<file path="config.mk">
export PLATFORM = sky130hd
export DESIGN_NAME = univ_shift_reg_nbit_flat
export DESIGN_NICKNAME = d
export VERILOG_FILES = /design/src/rtl/univ_shift_reg_nbit_if.sv /design/src/rtl/univ_shift_reg_nbit.sv /design/src/flat_wrapper.sv
export SDC_FILE = /design/constraint.sdc
export NUM_CORES = 1
export LEC_CHECK = 0
export ABC_AREA = 1
export CORE_UTILIZATION = 42
export CTS_BUF_LIST = sky130_fd_sc_hd__clkbuf_4 sky130_fd_sc_hd__clkbuf_8 sky130_fd_sc_hd__clkbuf_16
export CTS_CLUSTER_SIZE = 10
export DETAILED_ROUTE_END_ITERATION = 8
export GPL_TIMING_DRIVEN = 0
export PLACE_DENSITY = 0.71
export SKIP_LAST_GASP = 1
export SYNTH_ARGS = -nofsm -noshare
export SYNTH_HDL_FRONTEND = slang
export SYNTH_SLANG_ARGS = --single-unit
</file>
<file path="constraint.sdc">
create_clock -name clk -period 1.3 [get_ports clk]
set_input_delay 0.26 -clock clk [delete_from_list [all_inputs] [get_ports clk]]
set_output_delay 0.26 -clock clk [all_outputs]
set_load 0.03 [all_outputs]
</file>
<file path="src/rtl/univ_shift_reg_nbit_if.sv">
// univ_shift_reg_nbit_if: control, data and status bundle for the universal shift register.
interface univ_shift_reg_nbit_if #(parameter int N = 8);
   logic         en_in;
   logic [2:0]   mode_in;
   logic [N-1:0] d_in;
   logic         sin_lsb_in;
   logic         sin_msb_in;
   logic         start_in;
   logic [N-1:0] q_out;
   logic         sout_msb_out;
   logic         sout_lsb_out;
   logic         busy_out;
   logic         done_out;
   modport master (
      output en_in, mode_in, d_in, sin_lsb_in, sin_msb_in, start_in,
      input  q_out, sout_msb_out, sout_lsb_out, busy_out, done_out
   );
   modport slave (
      input  en_in, mode_in, d_in, sin_lsb_in, sin_msb_in, start_in,
      output q_out, sout_msb_out, sout_lsb_out, busy_out, done_out
   );
endinterface

</file>
<file path="src/rtl/univ_shift_reg_nbit.sv">
// univ_shift_reg_nbit: N-bit universal register with a load-then-shift-N-bits burst sequencer.
module univ_shift_reg_nbit #(
   parameter int N         = 8,
   parameter bit MSB_FIRST = 1'b1
) (
   input logic                clk,
   input logic                reset_al_in,
   univ_shift_reg_nbit_if.slave bus
);
   localparam int CW = $clog2(N);
   typedef enum logic [1:0] {IDLE, SHIFT, DONE} state_t;
   state_t        state, state_nx;
   logic [CW-1:0] cnt, cnt_nx;
   logic [N-1:0]  q, q_nx, mode_q, burst_q;
   logic          last;
   always_comb begin
      mode_q = q;
      case (bus.mode_in)
         3'b001: mode_q = bus.d_in;
         3'b010: mode_q = {q[N-2:0], bus.sin_lsb_in};
         3'b011: mode_q = {bus.sin_msb_in, q[N-1:1]};
         3'b100: mode_q = {q[N-2:0], q[N-1]};
         3'b101: mode_q = {q[0], q[N-1:1]};
         3'b110: mode_q = {q[N-1], q[N-1:1]};
         3'b111: mode_q = '0;
         default: mode_q = q;
      endcase
   end
   assign burst_q = MSB_FIRST ? {q[N-2:0], bus.sin_lsb_in} : {bus.sin_msb_in, q[N-1:1]};
   assign last    = cnt == CW'(N - 1);
   // DONE always falls back to IDLE, but with en_in it also acts exactly like IDLE.
   always_comb begin
      state_nx = state;
      cnt_nx   = cnt;
      q_nx     = q;
      if (state == SHIFT) begin
         if (bus.en_in) begin
            q_nx     = burst_q;
            cnt_nx   = last ? '0 : cnt + 1'b1;
            state_nx = last ? DONE : SHIFT;
         end
      end else begin
         if (state == DONE) state_nx = IDLE;
         if (bus.en_in && bus.start_in) begin
            q_nx     = bus.d_in;
            cnt_nx   = '0;
            state_nx = SHIFT;
         end else if (bus.en_in) q_nx = mode_q;
      end
   end
   always_ff @(posedge clk or negedge reset_al_in) begin
      if (!reset_al_in) begin
         state <= IDLE;
         cnt   <= '0;
         q     <= '0;
      end else begin
         state <= state_nx;
         cnt   <= cnt_nx;
         q     <= q_nx;
      end
   end
   assign bus.q_out        = q;
   assign bus.sout_msb_out = q[N-1];
   assign bus.sout_lsb_out = q[0];
   assign bus.busy_out     = state == SHIFT;
   assign bus.done_out     = state == DONE;
endmodule
</file>
<file path="src/flat_wrapper.sv">
// flat-port wrapper written by rule: the top's interface ports become plain ports
module univ_shift_reg_nbit_flat 
#(
   parameter int N         = 8,
   parameter bit MSB_FIRST = 1'b1
)
  (clk, reset_al_in, bus_en_in, bus_mode_in, bus_d_in, bus_sin_lsb_in, bus_sin_msb_in, bus_start_in, bus_q_out, bus_sout_msb_out, bus_sout_lsb_out, bus_busy_out, bus_done_out);
  univ_shift_reg_nbit_if #(.N(N)) bus_i ();
  input logic clk;
  input logic reset_al_in;
  input wire logic [$bits(bus_i.en_in)-1:0] bus_en_in;
  input wire logic [$bits(bus_i.mode_in)-1:0] bus_mode_in;
  input wire logic [$bits(bus_i.d_in)-1:0] bus_d_in;
  input wire logic [$bits(bus_i.sin_lsb_in)-1:0] bus_sin_lsb_in;
  input wire logic [$bits(bus_i.sin_msb_in)-1:0] bus_sin_msb_in;
  input wire logic [$bits(bus_i.start_in)-1:0] bus_start_in;
  output wire logic [$bits(bus_i.q_out)-1:0] bus_q_out;
  output wire logic [$bits(bus_i.sout_msb_out)-1:0] bus_sout_msb_out;
  output wire logic [$bits(bus_i.sout_lsb_out)-1:0] bus_sout_lsb_out;
  output wire logic [$bits(bus_i.busy_out)-1:0] bus_busy_out;
  output wire logic [$bits(bus_i.done_out)-1:0] bus_done_out;
  assign bus_i.en_in = bus_en_in;
  assign bus_i.mode_in = bus_mode_in;
  assign bus_i.d_in = bus_d_in;
  assign bus_i.sin_lsb_in = bus_sin_lsb_in;
  assign bus_i.sin_msb_in = bus_sin_msb_in;
  assign bus_i.start_in = bus_start_in;
  assign bus_q_out = bus_i.q_out;
  assign bus_sout_msb_out = bus_i.sout_msb_out;
  assign bus_sout_lsb_out = bus_i.sout_lsb_out;
  assign bus_busy_out = bus_i.busy_out;
  assign bus_done_out = bus_i.done_out;
  univ_shift_reg_nbit #(.N(N), .MSB_FIRST(MSB_FIRST)) u_core (.clk(clk), .reset_al_in(reset_al_in), .bus(bus_i));
endmodule
</file>
# Yosys cells after proc, flatten, opt, wreduce, memory -nomap -nowiden
# Cells that the tools add are included.
[totals] ff_bits=13 in_bits=17 out_inout_bits=12 wordCells=41
[classes] addsub=1 n_eq_ne=12 mux=14 reduce_logical=10
[ops] op="$pmux W8 S7" count=1
[ops] op="$mux W8" count=4
[ops] op="$eq A3 B3 Y1 const B" count=5
[ops] op="$mux W3" count=4
[ops] op="$mux W2" count=5
[ops] op="$reduce_bool A9 Y1" count=1
[ops] op="$reduce_bool A8 Y1" count=1
[ops] op="$eq A3 B2 Y1 const B" count=2
[ops] op="$reduce_and A2 Y1" count=2
[ops] op="$reduce_and A4 Y1" count=1
[ops] op="$reduce_bool A2 Y1" count=2
[ops] op="$add A3 B1 Y3 const B" count=1
[ops] op="$eq A3 B1 Y1 const B" count=1
[ops] op="$ne A3 B2 Y1 const B" count=1
[ops] op="$reduce_and A3 Y1" count=1
[ops] op="$reduce_bool A3 Y1" count=1
[ops] op="$eq A2 B1 Y1 const B" count=1
[ops] op="$eq A2 B2 Y1 const B" count=1
[ops] op="$ne A2 B2 Y1 const B" count=1
[ops] op="$logic_and A1 B1 Y1" count=1

# Logic depth before layout (Yosys ltp)
# Gate-level depths: netlist of the first run.
[logic_depth] ltp_word=5 mapped_depth=10 mapped_depth_nobuf=10

# Least setup slack after synthesis of the first run
# No wires, ideal clock.
[synth_path] kind="reg-to-reg" start="register u_core.state[1]" end="register u_core.q[5], in the netlist u_core.bus.q_out[5]" setup_time_ps=117 t_arrival_ps=1414 required_ps=1183 slack_ps=-231 stages_incl_launch_ff=10 n_path_buf=1 synth_period_minus_slack_ps=1531 cell_sequence="dfrtp_1 > inv_1 > ha_1 > inv_1 > nand3_2 > o21ai_2 > buf_6 > nor2_1 > nand2_1 > nand2_1"
[synth_between] elab_chain_cells=3 elab_cells_between_ends=5 classes_between="2 x eq/ne; 1 x mux; 2 x reduce/logical"
[synth_rtl] item="start, declared" line_no="univ_shift_reg_nbit.sv:12" text="state_t state, state_nx;"
[synth_rtl] item="start signal, assigned" line_no="univ_shift_reg_nbit.sv:57" text="state <= state_nx;"
[synth_rtl] item="$eq A2 B1 Y1 *"
[synth_rtl] item="named net bus_busy_out" line_no="flat_wrapper.sv:20" text="output wire logic [$bits(bus_i.busy_out)-1:0] bus_busy_out;"
[synth_rtl] item="$reduce_bool A9 Y1 (no line) / $ne A2 B2 Y1 (equally long branches)"
[synth_rtl] item="$reduce_and A3 Y1 (no line)"
[synth_rtl] item="end signal, assigned" line_no="univ_shift_reg_nbit.sv:59" text="q <= q_nx;"
[synth_rtl] item="end, declared" line_no="univ_shift_reg_nbit.sv:14" text="logic [N-1:0] q, q_nx, mode_q, burst_q;"
# Mark *: on every way through the listed nets, which the timed path passes. The rest lies on a longest branch.
# A chain may end at the register's enable or synchronous reset.

# Worst setup path after layout of the first run
[layout_path] start="register u_core.state[0]" end="register u_core.q[5], in the netlist u_core.bus.q_out[5]"
[layout_between] elab_chain_cells=3 elab_cells_between_ends=5 classes_between="2 x eq/ne; 1 x mux; 2 x reduce/logical"
[layout_rtl] item="$eq A2 B1 Y1 *" line_no="univ_shift_reg_nbit.sv:36" text="if (state == SHIFT) begin"
[layout_rtl] item="$reduce_bool A9 Y1 (no line) / $ne A2 B2 Y1 (equally long branches)"
[layout_rtl] item="$reduce_and A3 Y1 (no line)"
# Every way passes the cells marked *; elsewhere a longest branch is shown, timed or not.

==> impl_metrics.toml, run 1 <==
[synthesis]
post_synth_inst_count = 146
ys_seq_elements = 13
seq_area_frac_synth = 0.329
synth_nets = 167
ys.warnings.count = 0
post_synth_num_cell_types = 22
synthesis.area_per_instance_um2 = 6.77
synth_area_um2 = 988

[sta]
fin_crit_ns = 1.36
fin_setup_tns_ns = -0.331
hold_ws_ns = 0.362
relSlewSlack = 0.592
finalSetupViolations = 9
clock.fmax_ghz = 0.738
final_hold_viol_count = 0
max_slew.worst_pin.slew_ns = 0.609
unrepaired_setup_endpoints_after_global_routing = "true"
report.final.slew_viol_count = 0
part_of_the_cycle_the_worst_path_needs = 1.04
fin_worst_skew_ns = 0.00145
finalWorstSetupSlack_ns = -0.0559

[floorplan]
core_area_mm2 = 0.00221
chipHeight_um = 50.5
die_w_um = 50.5
start_util = 0.447
std_cell_rows = 17
num_io_pins = 29
die_area_mm2 = 0.00255

[placement]
dp_hpwl_mm = 1.75
io_buffer_count = 28
gpl.final_weighted_congestion = 0.818
postPlaceCellArea_mm2 = 0.00133
placedCellCount = 202

[setup_path]
worstPathArrival_ns = 1.53
worst_path_max_stage_delay_ns = 0.43
cp_common_cell = "nand2_1"
worst-endpoint-required_ns = 1.47
critical_path.top_delay_family = "flip-flops"
timing.critical_path.fanout_max = 5
critical_path.n_buffers_inverters = 2
start_kind = "register"
worst-setup-path-type = "register to register"
critical_path.cell_chain = "ha_4 > inv_4 > nand3_4 > o21ai_4 > buf_6 > nor2_1 > nand2_1 > nand2_1"
critical_path.endpoint_type = "register"
crit_path_top_delay_cell = "dfrtp_1"

[clock_network]
cts_tree = "yes"
cts-htree-levels = 1
worst_skew_pair_later_pin_latency_ns = 0.27
cts.reportedPaths.clkPinSlew_ns = 0.09
cts-root-buf = "clkbuf_4"
numCtsBuffers = 3
cts-hold-fix-buffers = 0
clock_sink_count = 13
clockBufferDepth = 2

[routing]
avgRoutedWirePerCell_um = 11.7
drt_pre_antenna_iters = 4
drtAntennaViolNets = 0
drt-total-wl_mm = 2.54
vias_per_cell = 5.09
drcViolationCount = 0
drt_first_iter_violations = 22
via_count = 1100

[global_route]
global_route.overflow_total = 0
first_global_vias = 918
grt_first_pass_wirelength_mm = 4.15
grt_max_degree = 14
number_of_antenna_violations_at_the_first_check_in_global_routing = 0
global_route.usage.total = 0.217

[outcome]
status = "finished with violations"
violations_in_the_final_reports = "setup timing"

[final_layout]
final-instance-count-excl-fill = 216
diodes_inserted = 0
fin_nets = 210
design_area_mm2 = 0.00144
drive_above_1_share = 0.282
areaGrowthSynthToFinish_pct = 45.8

[power_and_ir_drop]
clock_power_share = 0.093
vdd_drop_max_mv = 1.27
power.density_cell_area_mw_per_mm2 = 1910
power_frac_seq = 0.285
sw_frac_of_total = 0.492
static-leakage-power_uw = 0.000757
comb_power_share = 0.621
netSwitchingPower_uw = 1360
power.internal_uw = 1400

[run]
max_cap_viol_count = 0

[worst_hold_path]
worstHoldPathType = "input port to async pin"
[flip-flops by register name, summed over array words and instances, names as in the netlist]
name	count
u_core.state	2
u_core.cnt	3
u_core.bus.q_out	8
[worst register-to-register path, stage by stage, from the launching register on]
cell     delay (ns)
dfrtp_1        0.43
ha_4           0.20
inv_4          0.06
nand3_4        0.07
o21ai_4        0.21
buf_6          0.16
nor2_1         0.04
nand2_1        0.05
nand2_1        0.04
[layout by cell type (no fill, tap or decap), types with 3 or more instances in the layout]
cell,count
buf_2,7
dlygate4sd2_1,4
nand3_1,23
inv_4,3
nor2_2,3
inv_1,8
dfrtp_1,12
buf_6,3
clkbuf_4,3
clkdlybuf4s50_1,12
clkdlybuf4s15_2,3
nand2_1,44
inv_2,3
nor2_1,16
buf_4,13
a21oi_1,7
[per-stage QoR]
step,power [µW],utilization,setup slack (ns)
after floorplan,1840,-,-0.0346
after global placement,2390,0.599,-0.569
after detailed placement,2420,0.599,-0.580
after CTS,2700,0.631,-0.0342
after global routing,2980,0.652,-0.144
final,2750,0.652,-0.0559
[Yosys cell counts (all sizes together)]
cell	count	area share
o41ai	1	0.0089
nand2	46	0.18
nand3b	1	0.0076
or2	1	0.0063
nand3	25	0.13
o21ai	4	0.024
nand4	2	0.013
inv	14	0.058
dfrtp	13	0.33
nor2	22	0.11
ha	4	0.051
buf	5	0.038
o211ai	1	0.0076
a21oi	7	0.035
[area by class of cell]
cell class | count | area (µm²)
plain buffers | 5 | 38.8
clock buffers | 3 | 22.5
clock inverters | 1 | 5.00
fillers | 221 | 771
inverters | 14 | 60.1
multi-input cells | 114 | 632
flip-flops and latches | 13 | 327
well taps | 28 | 35.0
repair buffers | 38 | 322
[timing repair]
| item | in CTS | in global routing |
|---|---|---|
| pin swaps | 4 | 7 |
| cloned | 1 | 0 |
| gates resized for setup | 62 | 15 |
| endpoints found under the setup margin | 23 | 19 |
| buffers inserted | 5 | 4 |
[metal layers]
layer / wire, µm / track usage / share of wire
met1: 1170 / 0.315 / 0.46
met2: 1210 / 0.327 / 0.48
met3: 140 / 0.0424 / 0.055
met4: 14 / 0.0556 / 0.0055
met5: 0 / 0 / 0
[power groups by stage]
stage	Clock (µW)	Sequential [µW]	Combinational [µW]
after floorplan	0	998	845
after global placement	0	795	1590
after detailed placement	0	808	1610
after CTS	268	794	1640
after global routing	288	813	1880
final	257	786	1710
[path summary, 6_finish.rpt]
check                           slack [ns]                  end  cells past startpoint            start
min in group clk                      0.52        u_core.cnt[1]                      2    u_core.cnt[1]
worst min-delay path                  0.36  u_core.bus.q_out[4]                      1      reset_al_in
worst max register to register       -0.06  u_core.bus.q_out[5]                      8  u_core.state[0]
worst min register to register        0.52        u_core.cnt[1]                      2    u_core.cnt[1]
max in group asynchronous             0.51  u_core.bus.q_out[0]                      1      reset_al_in
worst max-delay path                 -0.06  u_core.bus.q_out[5]                      8  u_core.state[0]
[logic make-up (layout without fill, tap and decap cells)]
logic type | Yosys count | in the layout | synth area share
and+or+nand+nor | 97 | 97 | 0.448
DFF | 13 | 13 | 0.329
adders and majority gates | 4 | 4 | 0.0506
AOI/OAI and AO/OA | 13 | 13 | 0.0759
buffers and inverters | 19 | 61 | 0.0962
Note: power is estimated with default switching activity, not from simulation.
==> run 2: changes to the inputs <==
==> constraint.sdc (replaced) <==
create_clock -name clk -period 1.3 [get_ports clk]
set_input_delay 0.195 -clock clk [delete_from_list [all_inputs] [get_ports clk]]
set_output_delay 0.195 -clock clk [all_outputs]
set_load 0.03 [all_outputs]
==> run 2 against run 1 <==
Effect of this change: the run still ends with setup timing left; via count shrank 2.2%; die area is the same; hold slack lost 0.063 ns; power grew 3.1%; critical path depth shrank 5; largest cell class unchanged; global-route usage grew 0.19 points.
==> impl_metrics.toml, run 2 (synthesized netlist as in run 1, its figures left out) <==
[outcome]
violations_in_the_final_reports = "setup timing"
status = "finished with violations"

[routing]
vias_per_cell = 5.05
drt_pre_antenna_iters = 5
via_count = 1076
drtAntennaViolNets = 0
avgRoutedWirePerCell_um = 11.7
drcViolationCount = 0
drt_first_iter_violations = 39
drt-total-wl_mm = 2.50

[global_route]
number_of_antenna_violations_at_the_first_check_in_global_routing = 0
grt_max_degree = 14
global_route.overflow_total = 0
first_global_vias = 934
global_route.usage.total = 0.219
grt_first_pass_wirelength_mm = 4.20

[floorplan]
num_io_pins = 29
start_util = 0.447
chipHeight_um = 50.5
die_w_um = 50.5
std_cell_rows = 17
core_area_mm2 = 0.00221
die_area_mm2 = 0.00255

[final_layout]
areaGrowthSynthToFinish_pct = 47.2
diodes_inserted = 0
drive_above_1_share = 0.243
fin_nets = 207
mostFrequentLayoutCells = "44 x nand2_1, 22 x nand3_1, 18 x nor2_1"
largest_register_ff_count = 8
commonest_non_fill_non_tap_cell_in_the_layout = "nand2_1"

[sta]
fin_crit_ns = 1.46
max_slew.worst_pin.slew_ns = 0.620
fin_worst_skew_ns = 0.00455
finalWorstSetupSlack_ns = -0.164
unrepaired_setup_endpoints_after_global_routing = "true"
part_of_the_cycle_the_worst_path_needs = 1.13
report.final.slew_viol_count = 0
finalSetupViolations = 9
relSlewSlack = 0.585
hold_ws_ns = 0.299
clock.fmax_ghz = 0.683
fin_setup_tns_ns = -0.903
final_hold_viol_count = 0

[worst_hold_path]
worstHoldPathType = "input port to async pin"

[setup_path]
worst_path_max_stage_delay_ns = 0.40
start_kind = "register"
critical_path.cell_chain = "inv_2 > ha_4 > dlygate4sd2_1"
worst-endpoint-required_ns = 1.11
critical_path.endpoint_type = "output port"
worst-setup-path-type = "register to output port"
worstPathArrival_ns = 1.27
crit_path_top_delay_cell = "dfrtp_1"
timing.critical_path.fanout_max = 2

[clock_network]
numCtsBuffers = 3
worst_skew_pair_later_pin_latency_ns = 0.27
clock_sink_count = 13
cts-root-buf = "clkbuf_4"
cts_tree = "yes"
clockBufferDepth = 2
cts-hold-fix-buffers = 0
cts.reportedPaths.clkPinSlew_ns = 0.09
cts-htree-levels = 1

[power_and_ir_drop]
static-leakage-power_uw = 0.000755
vdd_drop_max_mv = 1.42
power.density_cell_area_mw_per_mm2 = 1950

[placement]
pre_cts_slack_ns = -0.515
gpl.final_weighted_congestion = 0.818
dp_hpwl_mm = 1.75
io_buffer_count = 28

[run]
max_cap_viol_count = 0
-- run 2: changes by cell type in the layout (fill, tap and decap cells not counted), moves of 2 or more --
| cell | delta |
|---|---|
| clkbuf_2 | +3 |
| nor2_1 | +2 |
| buf_2 | -5 |
| buf_4 | -7 |
| buf_6 | +3 |
-- run 2: area by class of cell --
type / instances / area, µm²
sequential: 13 / 327
clock inverter: 1 / 5.00
inverter: 14 / 70.1
multi-input combinational: 114 / 627
timing repair buffer: 35 / 320
clock buffer: 3 / 22.5
buffer: 5 / 48.8
tap: 28 / 35.0
fill: 215 / 757
-- run 2: repair_timing --
item	CTS	global route
buffers inserted	6	0
resized for setup	49	16
cloned	1	0
pin swaps	7	2
endpoints found under the setup margin	23	21
-- run 2: final timing paths --
kind / startpoint / cells after the start / endpoint / slack [ns]
setup / recovery: u_core.state[1] / 3 / bus_busy_out / -0.16
hold / removal: reset_al_in / 1 / u_core.cnt[2] / 0.30
setup reg to reg: u_core.state[0] / 9 / u_core.bus.q_out[4] / -0.11
hold reg to reg: u_core.cnt[1] / 2 / u_core.cnt[1] / 0.52
max in group asynchronous: reset_al_in / 1 / u_core.bus.q_out[0] / 0.56
min in group clk: bus_en_in / 3 / u_core.cnt[1] / 0.51
-- run 2: per-stage QoR --
step / power, µW / cell area, µm² / std cells / utilization
floorplan: 1840 / 1010 / 146 / -
global placement: 2390 / 1330 / 202 / 0.599
detailed placement: 2420 / 1330 / 202 / 0.599
CTS: 2830 / 1450 / 213 / 0.657
global route: 3070 / 1460 / 213 / 0.658
finish: 2840 / 1460 / 213 / 0.658
-- run 2: worst max-delay path, delay by kind of cell (launching register included) --
kind / cells / cell delay, ns
buf+inv: 2 / 0.46
fa+ha+maj: 1 / 0.13
flops: 1 / 0.40
-- run 2: routing by layer --
layer | track usage | wire [µm]
met3 | 0.0424 | 104
met2 | 0.331 | 1150
met5 | 0 | 0
met1 | 0.313 | 1230
met4 | 0.0648 | 14
-- run 2: report_power, final --
group | internal [µW] | total [µW] | switching (µW) | leakage [µW]
sequential | 588 | 800 | 212 | 0.000163
clock | 114 | 255 | 141 | 0.0000177
combinational | 754 | 1780 | 1030 | 0.000574
total | 1460 | 2840 | 1380 | 0.000755
==> run 3: changes to the inputs <==
--- a/config.mk
+++ b/config.mk
@@ -10,7 +10,7 @@
 export CTS_BUF_LIST = sky130_fd_sc_hd__clkbuf_4 sky130_fd_sc_hd__clkbuf_8 sky130_fd_sc_hd__clkbuf_16
 export CTS_CLUSTER_SIZE = 10
 export DETAILED_ROUTE_END_ITERATION = 8
-export GPL_TIMING_DRIVEN = 0
+export GPL_TIMING_DRIVEN = 1
 export PLACE_DENSITY = 0.71
 export SKIP_LAST_GASP = 1
 export SYNTH_ARGS = -nofsm -noshare
==> run 3 against run 2 <==
Effect of this change: largest cell class unchanged; fmax up 8.0%; highest routed layer unchanged; wire length grew 12%; the flow still finishes with violations (setup timing); sequential power shrank 5.5%.
==> impl_metrics.toml, run 3 (synthesized netlist as in run 1, its figures left out) <==
[routing]
via_count = 1146
vias_per_cell = 5.12
drt_first_iter_violations = 24
drt-total-wl_mm = 2.79
drcViolationCount = 0
avgRoutedWirePerCell_um = 12.5
drt_pre_antenna_iters = 4
drtAntennaViolNets = 0

[sta]
fin_crit_ns = 1.36
final_hold_viol_count = 0
unrepaired_setup_endpoints_after_global_routing = "true"
part_of_the_cycle_the_worst_path_needs = 1.04
clock.fmax_ghz = 0.738
report.final.slew_viol_count = 0
finalSetupViolations = 8
fin_worst_skew_ns = 0.0168
max_slew.worst_pin.slew_ns = 0.315
fin_setup_tns_ns = -0.179
relSlewSlack = 0.791
finalWorstSetupSlack_ns = -0.0551

[clock_network]
clockBufferDepth = 2
cts_tree = "yes"
cts.reportedPaths.clkPinSlew_ns = 0.10
worst_skew_pair_later_pin_latency_ns = 0.28
numCtsBuffers = 3
clock_sink_count = 13
cts-root-buf = "clkbuf_4"
cts-htree-levels = 1

[setup_path]
worst_r2r_endpoint = "u_core.bus.q_out[6]"
worst_r2r_path_depth = 8
reg2reg_from = "u_core.state[0]"
worstPathArrival_ns = 1.52
timing.critical_path.fanout_max = 7
critical_path.endpoint_type = "register"
worst-setup-path-type = "register to register"
worst-endpoint-required_ns = 1.46
worst-r2r-setup-slack_ns = -0.06
start_kind = "register"

[placement]
dp_hpwl_mm = 1.95
placedCellCount = 217
io_buffer_count = 28
gpl.final_weighted_congestion = 0.857

[global_route]
grt_first_pass_wirelength_mm = 4.64
first_global_vias = 1061
global_route.usage.total = 0.241
grt_max_degree = 14
global_route.overflow_total = 0
number_of_antenna_violations_at_the_first_check_in_global_routing = 0

[final_layout]
fin_nets = 218
largest_register_ff_count = 8
final-instance-count-excl-fill = 224
areaGrowthSynthToFinish_pct = 60.8
commonest_non_fill_non_tap_cell_in_the_layout = "nand2_1"
diodes_inserted = 0
drive_above_1_share = 0.286
mostFrequentLayoutCells = "41 x nand2_1, 23 x nand3_1, 22 x buf_4"
fillerInstances = 179
finish.utilization = 0.718

[run]
max_cap_viol_count = 0

[floorplan]
chipHeight_um = 50.5
die_area_mm2 = 0.00255
num_io_pins = 29
core_area_mm2 = 0.00221
std_cell_rows = 17
die_w_um = 50.5
start_util = 0.447

[worst_hold_path]
worstHoldPathType = "input port to async pin"

[power_and_ir_drop]
static-leakage-power_uw = 0.000830
vdd_drop_max_mv = 1.43
power.density_cell_area_mw_per_mm2 = 1890

[outcome]
violations_in_the_final_reports = "setup timing"
status = "finished with violations"
[run 3: per-layer routing]
layer  GRT usage  wire length [µm]  vias up
li1            -                 -      576
met1       0.311              1350      535
met2       0.407              1310       31
met3      0.0364               105        4
met4      0.0833                27        0
met5           0                 0        -
[run 3: power breakdown]
part	leakage, µW	total [µW]	internal (µW)	switching, µW
sequential	0.000164	756	585	171
combinational	0.000647	1970	866	1100
clock	0.0000184	283	139	143
total	0.000830	3010	1590	1420
[run 3: cell type report]
| class | count | area, µm² | share of cell area |
|---|---|---|---|
| inverters | 14 | 60.1 | 0.0378 |
| repair buffers | 51 | 504 | 0.317 |
| clock buffers | 4 | 30.0 | 0.0189 |
| multi-input cells | 114 | 634 | 0.399 |
| flip-flops and latches | 13 | 325 | 0.205 |
| well taps | 28 | 35.0 | 0.0220 |
[run 3: metrics by stage]
stage	worst slack, ns	area [µm²]	power, µW	hold WS [ns]
final	-0.0551	1590	3010	0.211
after detailed placement	-0.411	1440	2520	0.486
after global routing	-0.0968	1590	3210	0.212
after floorplan	-0.0346	1010	1840	-0.101
after CTS	-0.0519	1610	3020	0.209
after global placement	-0.378	1440	2480	0.479
[run 3: critical path, stage by stage (launching register included)]
cell and delay [ns]:
dfrtp_1 0.41, ha_4 0.19, inv_4 0.07, nand3_4 0.07, o21ai_4 0.20, buf_12 0.15
nor2_2 0.03, nand2_1 0.06, nand2_1 0.06
[run 3: how the worst max path moves through the flow]
stage	from	cells after the start	slack [ns]	endpoint
after global routing	u_core.state[0]	8	-0.1	u_core.bus.q_out[6]
after CTS	u_core.state[0]	8	-0.05	u_core.bus.q_out[6]
after floorplan	u_core.state[1]	9	-0.03	u_core.bus.q_out[5]
after global placement	bus_mode_in[1]	10	-0.38	u_core.bus.q_out[6]
final	u_core.state[0]	8	-0.06	u_core.bus.q_out[6]
after detailed placement	bus_mode_in[1]	10	-0.41	u_core.bus.q_out[6]
[run 3: timing repair]
item	CTS	global route
pin swaps	13	4
endpoints found under the setup margin	16	12
gates cloned	1	0
hold buffers	0	0
setup buffers	3	0
resized for setup	25	2
